**src/rtl/approx_comparator_pipe_if.sv**
```systemverilog
// Handshake bundle for approx_comparator_pipe: operand channel, result channel
// and mismatch statistics.
interface approx_comparator_pipe_if #(
    parameter int WIDTH = 32,
    parameter int TAG_W = 4,
    parameter int CNT_W = 16
);
    logic             in_valid;
    logic             in_ready;
    logic [WIDTH-1:0] in_a;
    logic [WIDTH-1:0] in_b;
    logic             in_mode;
    logic [TAG_W-1:0] in_tag;
    logic             out_valid;
    logic             out_ready;
    logic             out_gt;
    logic             out_eq;
    logic             out_lt;
    logic             out_mode;
    logic [TAG_W-1:0] out_tag;
    logic             err_clr;
    logic [CNT_W-1:0] err_cnt;

    modport master (
        output in_valid, in_a, in_b, in_mode, in_tag, out_ready, err_clr,
        input  in_ready, out_valid, out_gt, out_eq, out_lt, out_mode, out_tag, err_cnt
    );

    modport slave (
        input  in_valid, in_a, in_b, in_mode, in_tag, out_ready, err_clr,
        output in_ready, out_valid, out_gt, out_eq, out_lt, out_mode, out_tag, err_cnt
    );
endinterface

```
**src/rtl/approx_comparator_pipe.sv**
```systemverilog
// Two-stage pipelined unsigned magnitude comparator with exact/approximate mode.
// Optional mismatch statistics counter enabled by macro APPROX_ERR_STAT_EN.
module approx_comparator_pipe #(
    parameter int WIDTH       = 32,
    parameter int SEG_W       = 8,
    parameter int APPROX_BITS = 8,
    parameter int TAG_W       = 4,
    parameter int CNT_W       = 16
) (
    input  logic                      clk,
    input  logic                      rst,
    approx_comparator_pipe_if.slave   bus
);
    localparam int NSEG = WIDTH / SEG_W;
    localparam logic [WIDTH-1:0] KEEP_MASK = {WIDTH{1'b1}} << APPROX_BITS;

    // Scan segments LSB to MSB so the most significant non-equal segment decides.
    function automatic logic [2:0] seg_combine(input logic [NSEG-1:0] gt,
                                               input logic [NSEG-1:0] eq);
        logic [2:0] res;
        res = 3'b010;
        for (int i = 0; i < NSEG; i++) begin
            res = eq[i] ? res : (gt[i] ? 3'b100 : 3'b001);
        end
        return res;
    endfunction

    logic [WIDTH-1:0] a_mask_s, b_mask_s;
    logic [NSEG-1:0]  seg_gt_s, seg_eq_s;
    logic             in_ready_s, s1_load_s, s2_load_s;

    logic             s1_valid_r, s1_mode_r;
    logic [NSEG-1:0]  s1_gt_r, s1_eq_r;
    logic [TAG_W-1:0] s1_tag_r;
    logic             out_valid_r, out_gt_r, out_eq_r, out_lt_r, out_mode_r;
    logic [TAG_W-1:0] out_tag_r;

    assign in_ready_s = !s1_valid_r || !out_valid_r || bus.out_ready;
    assign s1_load_s  = bus.in_valid && in_ready_s;
    assign s2_load_s  = s1_valid_r && (!out_valid_r || bus.out_ready);

    // Clear the ignored LSBs of both operands in approximate mode.
    always_comb begin
        a_mask_s = bus.in_a;
        b_mask_s = bus.in_b;
        if (bus.in_mode) begin
            a_mask_s = bus.in_a & KEEP_MASK;
            b_mask_s = bus.in_b & KEEP_MASK;
        end else begin
            a_mask_s = bus.in_a;
            b_mask_s = bus.in_b;
        end
    end

    // Per-segment partial compares on the (possibly masked) operands.
    always_comb begin
        seg_gt_s = '0;
        seg_eq_s = '0;
        for (int i = 0; i < NSEG; i++) begin
            seg_gt_s[i] = a_mask_s[i*SEG_W +: SEG_W] > b_mask_s[i*SEG_W +: SEG_W];
            seg_eq_s[i] = a_mask_s[i*SEG_W +: SEG_W] == b_mask_s[i*SEG_W +: SEG_W];
        end
    end

    // Stage 1: segment flags, mode and tag.
    always_ff @(posedge clk or posedge rst) begin
        if (rst) begin
            s1_valid_r <= 1'b0;
            s1_gt_r    <= '0;
            s1_eq_r    <= '0;
            s1_mode_r  <= 1'b0;
            s1_tag_r   <= '0;
        end else begin
            if (in_ready_s) begin
                s1_valid_r <= bus.in_valid;
            end
            if (s1_load_s) begin
                s1_gt_r   <= seg_gt_s;
                s1_eq_r   <= seg_eq_s;
                s1_mode_r <= bus.in_mode;
                s1_tag_r  <= bus.in_tag;
            end
        end
    end

    // Stage 2: output register; holds while the consumer stalls.
    always_ff @(posedge clk or posedge rst) begin
        if (rst) begin
            out_valid_r <= 1'b0;
            out_gt_r    <= 1'b0;
            out_eq_r    <= 1'b0;
            out_lt_r    <= 1'b0;
            out_mode_r  <= 1'b0;
            out_tag_r   <= '0;
        end else begin
            if (!out_valid_r || bus.out_ready) begin
                out_valid_r <= s1_valid_r;
            end
            if (s2_load_s) begin
                {out_gt_r, out_eq_r, out_lt_r} <= seg_combine(s1_gt_r, s1_eq_r);
                out_mode_r <= s1_mode_r;
                out_tag_r  <= s1_tag_r;
            end
        end
    end

    assign bus.in_ready  = in_ready_s;
    assign bus.out_valid = out_valid_r;
    assign bus.out_gt    = out_gt_r;
    assign bus.out_eq    = out_eq_r;
    assign bus.out_lt    = out_lt_r;
    assign bus.out_mode  = out_mode_r;
    assign bus.out_tag   = out_tag_r;

`ifdef APPROX_ERR_STAT_EN
    logic [NSEG-1:0]  xseg_gt_s, xseg_eq_s;
    logic [NSEG-1:0]  s1_xgt_r, s1_xeq_r;
    logic [2:0]       out_xres_r;
    logic [CNT_W-1:0] err_cnt_r;
    logic             mismatch_s;

    // Unmasked segment compares used only to score approximation errors.
    always_comb begin
        xseg_gt_s = '0;
        xseg_eq_s = '0;
        for (int i = 0; i < NSEG; i++) begin
            xseg_gt_s[i] = bus.in_a[i*SEG_W +: SEG_W] > bus.in_b[i*SEG_W +: SEG_W];
            xseg_eq_s[i] = bus.in_a[i*SEG_W +: SEG_W] == bus.in_b[i*SEG_W +: SEG_W];
        end
    end

    assign mismatch_s = out_valid_r && bus.out_ready && out_mode_r &&
                        (out_xres_r != {out_gt_r, out_eq_r, out_lt_r});

    // Exact-path shadow registers travelling alongside the main pipe.
    always_ff @(posedge clk or posedge rst) begin
        if (rst) begin
            s1_xgt_r   <= '0;
            s1_xeq_r   <= '0;
            out_xres_r <= 3'b000;
        end else begin
            if (s1_load_s) begin
                s1_xgt_r <= xseg_gt_s;
                s1_xeq_r <= xseg_eq_s;
            end
            if (s2_load_s) begin
                out_xres_r <= seg_combine(s1_xgt_r, s1_xeq_r);
            end
        end
    end

    // Saturating mismatch counter; clear wins over increment.
    always_ff @(posedge clk or posedge rst) begin
        if (rst) begin
            err_cnt_r <= '0;
        end else if (bus.err_clr) begin
            err_cnt_r <= '0;
        end else if (mismatch_s && (err_cnt_r != {CNT_W{1'b1}})) begin
            err_cnt_r <= err_cnt_r + {{(CNT_W-1){1'b0}}, 1'b1};
        end
    end

    assign bus.err_cnt = err_cnt_r;
`else
    logic unused_err_clr_s;
    assign unused_err_clr_s = bus.err_clr;
    assign bus.err_cnt      = {CNT_W{1'b0}};
`endif
endmodule

```
**src/flat_wrapper.sv**
```systemverilog
// flat-port wrapper written by rule: the top's interface ports become plain ports
module approx_comparator_pipe_flat 
#(
    parameter int WIDTH       = 32,
    parameter int SEG_W       = 8,
    parameter int APPROX_BITS = 8,
    parameter int TAG_W       = 4,
    parameter int CNT_W       = 16
)
  (clk, rst, bus_in_valid, bus_in_a, bus_in_b, bus_in_mode, bus_in_tag, bus_out_ready, bus_err_clr, bus_in_ready, bus_out_valid, bus_out_gt, bus_out_eq, bus_out_lt, bus_out_mode, bus_out_tag, bus_err_cnt);
  approx_comparator_pipe_if #(.WIDTH(WIDTH), .TAG_W(TAG_W), .CNT_W(CNT_W)) bus_i ();
  input  logic clk;
  input  logic rst;
  input wire logic [$bits(bus_i.in_valid)-1:0] bus_in_valid;
  input wire logic [$bits(bus_i.in_a)-1:0] bus_in_a;
  input wire logic [$bits(bus_i.in_b)-1:0] bus_in_b;
  input wire logic [$bits(bus_i.in_mode)-1:0] bus_in_mode;
  input wire logic [$bits(bus_i.in_tag)-1:0] bus_in_tag;
  input wire logic [$bits(bus_i.out_ready)-1:0] bus_out_ready;
  input wire logic [$bits(bus_i.err_clr)-1:0] bus_err_clr;
  output wire logic [$bits(bus_i.in_ready)-1:0] bus_in_ready;
  output wire logic [$bits(bus_i.out_valid)-1:0] bus_out_valid;
  output wire logic [$bits(bus_i.out_gt)-1:0] bus_out_gt;
  output wire logic [$bits(bus_i.out_eq)-1:0] bus_out_eq;
  output wire logic [$bits(bus_i.out_lt)-1:0] bus_out_lt;
  output wire logic [$bits(bus_i.out_mode)-1:0] bus_out_mode;
  output wire logic [$bits(bus_i.out_tag)-1:0] bus_out_tag;
  output wire logic [$bits(bus_i.err_cnt)-1:0] bus_err_cnt;
  assign bus_i.in_valid = bus_in_valid;
  assign bus_i.in_a = bus_in_a;
  assign bus_i.in_b = bus_in_b;
  assign bus_i.in_mode = bus_in_mode;
  assign bus_i.in_tag = bus_in_tag;
  assign bus_i.out_ready = bus_out_ready;
  assign bus_i.err_clr = bus_err_clr;
  assign bus_in_ready = bus_i.in_ready;
  assign bus_out_valid = bus_i.out_valid;
  assign bus_out_gt = bus_i.out_gt;
  assign bus_out_eq = bus_i.out_eq;
  assign bus_out_lt = bus_i.out_lt;
  assign bus_out_mode = bus_i.out_mode;
  assign bus_out_tag = bus_i.out_tag;
  assign bus_err_cnt = bus_i.err_cnt;
  approx_comparator_pipe #(.WIDTH(WIDTH), .SEG_W(SEG_W), .APPROX_BITS(APPROX_BITS), .TAG_W(TAG_W), .CNT_W(CNT_W)) u_core (.clk(clk), .rst(rst), .bus(bus_i));
endmodule
```
**config.mk**
```make
export PLATFORM = sky130hd
export DESIGN_NAME = approx_comparator_pipe_flat
export DESIGN_NICKNAME = d
export VERILOG_FILES = /design/src/rtl/approx_comparator_pipe_if.sv /design/src/rtl/approx_comparator_pipe.sv /design/src/flat_wrapper.sv
export SDC_FILE = /design/constraint.sdc
export NUM_CORES = 1
export LEC_CHECK = 0
export BUFFER_PORTS_ARGS = -buffer_cell sky130_fd_sc_hd__buf_2
export CELL_PAD_IN_SITES_DETAIL_PLACEMENT = 1
export CELL_PAD_IN_SITES_GLOBAL_PLACEMENT = 2
export CORE_ASPECT_RATIO = 1.1
export CORE_MARGIN = 5
export CORE_UTILIZATION = 25
export DETAILED_ROUTE_END_ITERATION = 7
export GPL_TIMING_DRIVEN = 0
export PLACE_DENSITY = 0.82
export REMOVE_ABC_BUFFERS = 1
export SYNTH_ARGS = -nofsm -noshare
export SYNTH_HDL_FRONTEND = slang
export SYNTH_SLANG_ARGS = --single-unit
```
**constraint.sdc**
```tcl
create_clock -name clk -period 1.78 [get_ports clk]
set_clock_uncertainty 0.05 [all_clocks]
set_input_delay 0 -clock clk [delete_from_list [all_inputs] [get_ports clk]]
set_output_delay 0 -clock clk [all_outputs]
set_load 0.02 [all_outputs]
```
==> results.cfg <==
[status]
outcome = completed

[sta]
slew_headroom_pct = 42.3
rsz0062_at_grt = false
setup_viol = 0
fmax_ghz = 0.698
hold_violations = 0
drv_slew = 0
fin_crit_ns = 1.43
finalSetupTns_ns = 0
worst_pin_slew_ns = 0.865
fin_crit_sh_pct = 80.4

[synthesis]
syn_avg_cell_area_um2 = 9.32
synth_seq_area_share_pct = 29.4
synth_warnings = 0
synth-compound-area-share_pct = 11.8
syn-instance-count = 210
netlist_area_um2 = 1960
synth-xor-area-share_pct = 0
synth_cell_types = 30
yosys.area_share.adder_pct = 20.5
ys_seq_elements = 23
synth_top_family_by_area = adder cells
muxShareOfSynthArea_pct = 8.76
yosys.area_share.simple_pct = 16.9

[job]
maxCapViolCount = 0

[worst_setup_path]
cp_cell_sequence = dlygate4sd3_1, buf_2, nand3b_4, nand2_4, mux2_2, o31a_2
arrival_ns = 1.53
crit_path_end_kind = flip-flop
critPathMaxFanout = 21
critical_path_class = input port to flip-flop
worstPathRequired_ns = 1.88
critPathTopFamily = buffers and inverters
cp_num_buf_inv = 2
slowest_delay_ns = 0.54
cp_slowest_cell = dlygate4sd3_1
start_kind = input port

[die]
initial_core_util_pct = 25.9
core_region_area_um2 = 7560
die_h_um = 103
dieArea_um2 = 9700
die_x_um = 94.4
rows = 33
ios = 100

[clock_network]
cts.sinks = 23
cts_buffers = 3
clk_pin_slew_ns = 0.08
cts_max_path_buffers = 2
worst_skew_pair.late_latency_ns = 0.25
htree_levels = 1
cts_tree = built
clockRootBuffer = clkbuf_8

[route]
drt.antenna.violating_nets = 0
wire_per_inst_um = 11.0
vias = 1665
vias_per_cell = 4.13
dr.first_iter.drc_count = 25
drt_first_pass_iters = 4
drc_errors = 0
drt-total-wl_mm = 4.42

[power_and_ir_drop]
p_total_mw = 1.50
p_leak_nw = 1.31
ir_drop_v = 0.000188
power.density_nw_per_um2 = 595

[global_routing]
grt_first_pass_wirelength_mm = 7.29
grtUsageTotal_pct = 9.03
grt_pass1_vias = 1772
grt_max_degree = 24
overflow = 0
antenna_found_initial = 0

[finish]
final_cells = 403
area_growth_pct = 28.7
fin_nets = 405
layout_commonest_cell = buf_2
fin_area_um2 = 2520
fillerInstances = 920
multi_input_area_um2 = 1190
drive_above_1_share_pct = 34.6
final_cell_mix = buf_2, ha_1, inv_1
final-seq-area_um2 = 576
antennaDiodeCount = 0

[place]
place_inst = 392
placed_area_um2 = 2400
gp_congestion = 0.661
port_buffers = 82
dp_hpwl_mm = 3.88

[hold_path]
hold_path.class = input port to flip-flop
## cell families (layout without fill, tap and decap cells)
family | Yosys count | count (layout)
simple gates | 55 | 55
buf+inv | 45 | 118
compound gates | 39 | 39
fa+ha+maj | 32 | 32
flops | 23 | 23
mux | 15 | 15
other cells | 1 | 16
## per-stage QoR
stage | setup WS [ns] | utilization [%] | hold WS, ns
after floorplan | 0.291 | - | -0.0481
after CTS | 0.337 | 33.3 | 0.149
final | 0.348 | 33.3 | 0.145
after global routing | 0.274 | 33.3 | 0.182
after global placement | 0.201 | 31.8 | 0.169
after detailed placement | 0.175 | 31.8 | 0.178
## registers in the layout, indices dropped and copies added (netlist names)
signal	flops
u_core.s1_valid_r	1
u_core.bus.out_gt	1
u_core.s1_mode_r	1
u_core.s1_tag_r	4
u_core.bus.out_eq	1
u_core.bus.out_mode	1
u_core.bus.out_valid	1
u_core.s1_eq_r	4
u_core.bus.out_tag	4
u_core.s1_gt_r	4
u_core.bus.out_lt	1
## power by group
group          internal (mW)  switching (mW)
clock network          0.159           0.155
logic                  0.258           0.281
registers              0.602          0.0433
total                   1.02           0.480
## what timing repair did
action,4_1_cts,5_1_grt
hold endpoints to repair,29,0
resized for setup,0,0
hold buffers,7,0
buffers inserted,0,0
## final cells by class
class / count / share of cell area [%]
Timing Repair Buffer: 89 / 19.1
Clock buffer: 4 / 1.79
Sequential cell: 23 / 22.9
Tap cell: 105 / 5.22
Multi-Input combinational cell: 157 / 47.3
Inverter: 25 / 3.73
## per-layer routing
layer  global-route usage, %  wire length (um)  up-vias  part of all wire, %
met5                       0                 0        -                    0
met4                    1.67                12        0                 0.27
met3                    1.24               258        2                  5.8
li1                        -                 -      863                    -
met1                    10.3              1820      750                   41
met2                    17.8              2340       50                   53
## Yosys cell counts, drive strengths merged
library cell	count	area (um2)
ha	32	400
inv	25	93.8
dfrtp	23	576
buf	19	148
a21oi	16	80.1
mux2	14	161
nand2	13	56.3
nand2b	12	75.1
nor2b	12	75.1
o21ai	12	60.1
nand4	9	56.3
o211ai	4	30.0
o31a	4	37.5
or2	4	25.0
a31oi	2	12.5
nand3b	2	27.5
nor2	2	7.51
a21bo	1	10.0
clkbuf	1	3.75
conb	1	3.75
mux2i	1	10.0
or2b	1	7.51
## worst register-to-register path: cells and delay by family, from the launching register on
family	cells	cell delay [ns]
flip-flops	1	0.42
AO/OA/AOI/OAI	1	0.11
multiplexers	1	0.37
AND/OR/NAND/NOR	2	0.33
## final timing paths
path | start | to | slack (ns) | cells past startpoint
min in group asynchronous | rst | u_core.s1_tag_r[3]$_DFFE_PP0P_ | 0.42 | 3
max in group asynchronous | rst | u_core.s1_eq_r[1]$_DFFE_PP0P_ | 0.74 | 3
worst min-delay path | bus_in_mode | u_core.s1_mode_r$_DFFE_PP0P_ | 0.14 | 2
worst min register to register | u_core.bus.out_lt$_DFFE_PP0P_ | u_core.bus.out_lt$_DFFE_PP0P_ | 0.43 | 2
worst max register to register | u_core.s1_valid_r$_DFFE_PP0N_ | u_core.s1_gt_r[2]$_DFFE_PP0P_ | 0.40 | 4
worst max-delay path | bus_out_ready | u_core.s1_gt_r[2]$_DFFE_PP0P_ | 0.35 | 6
No activity file was read; power rests on OpenSTA's default activity.
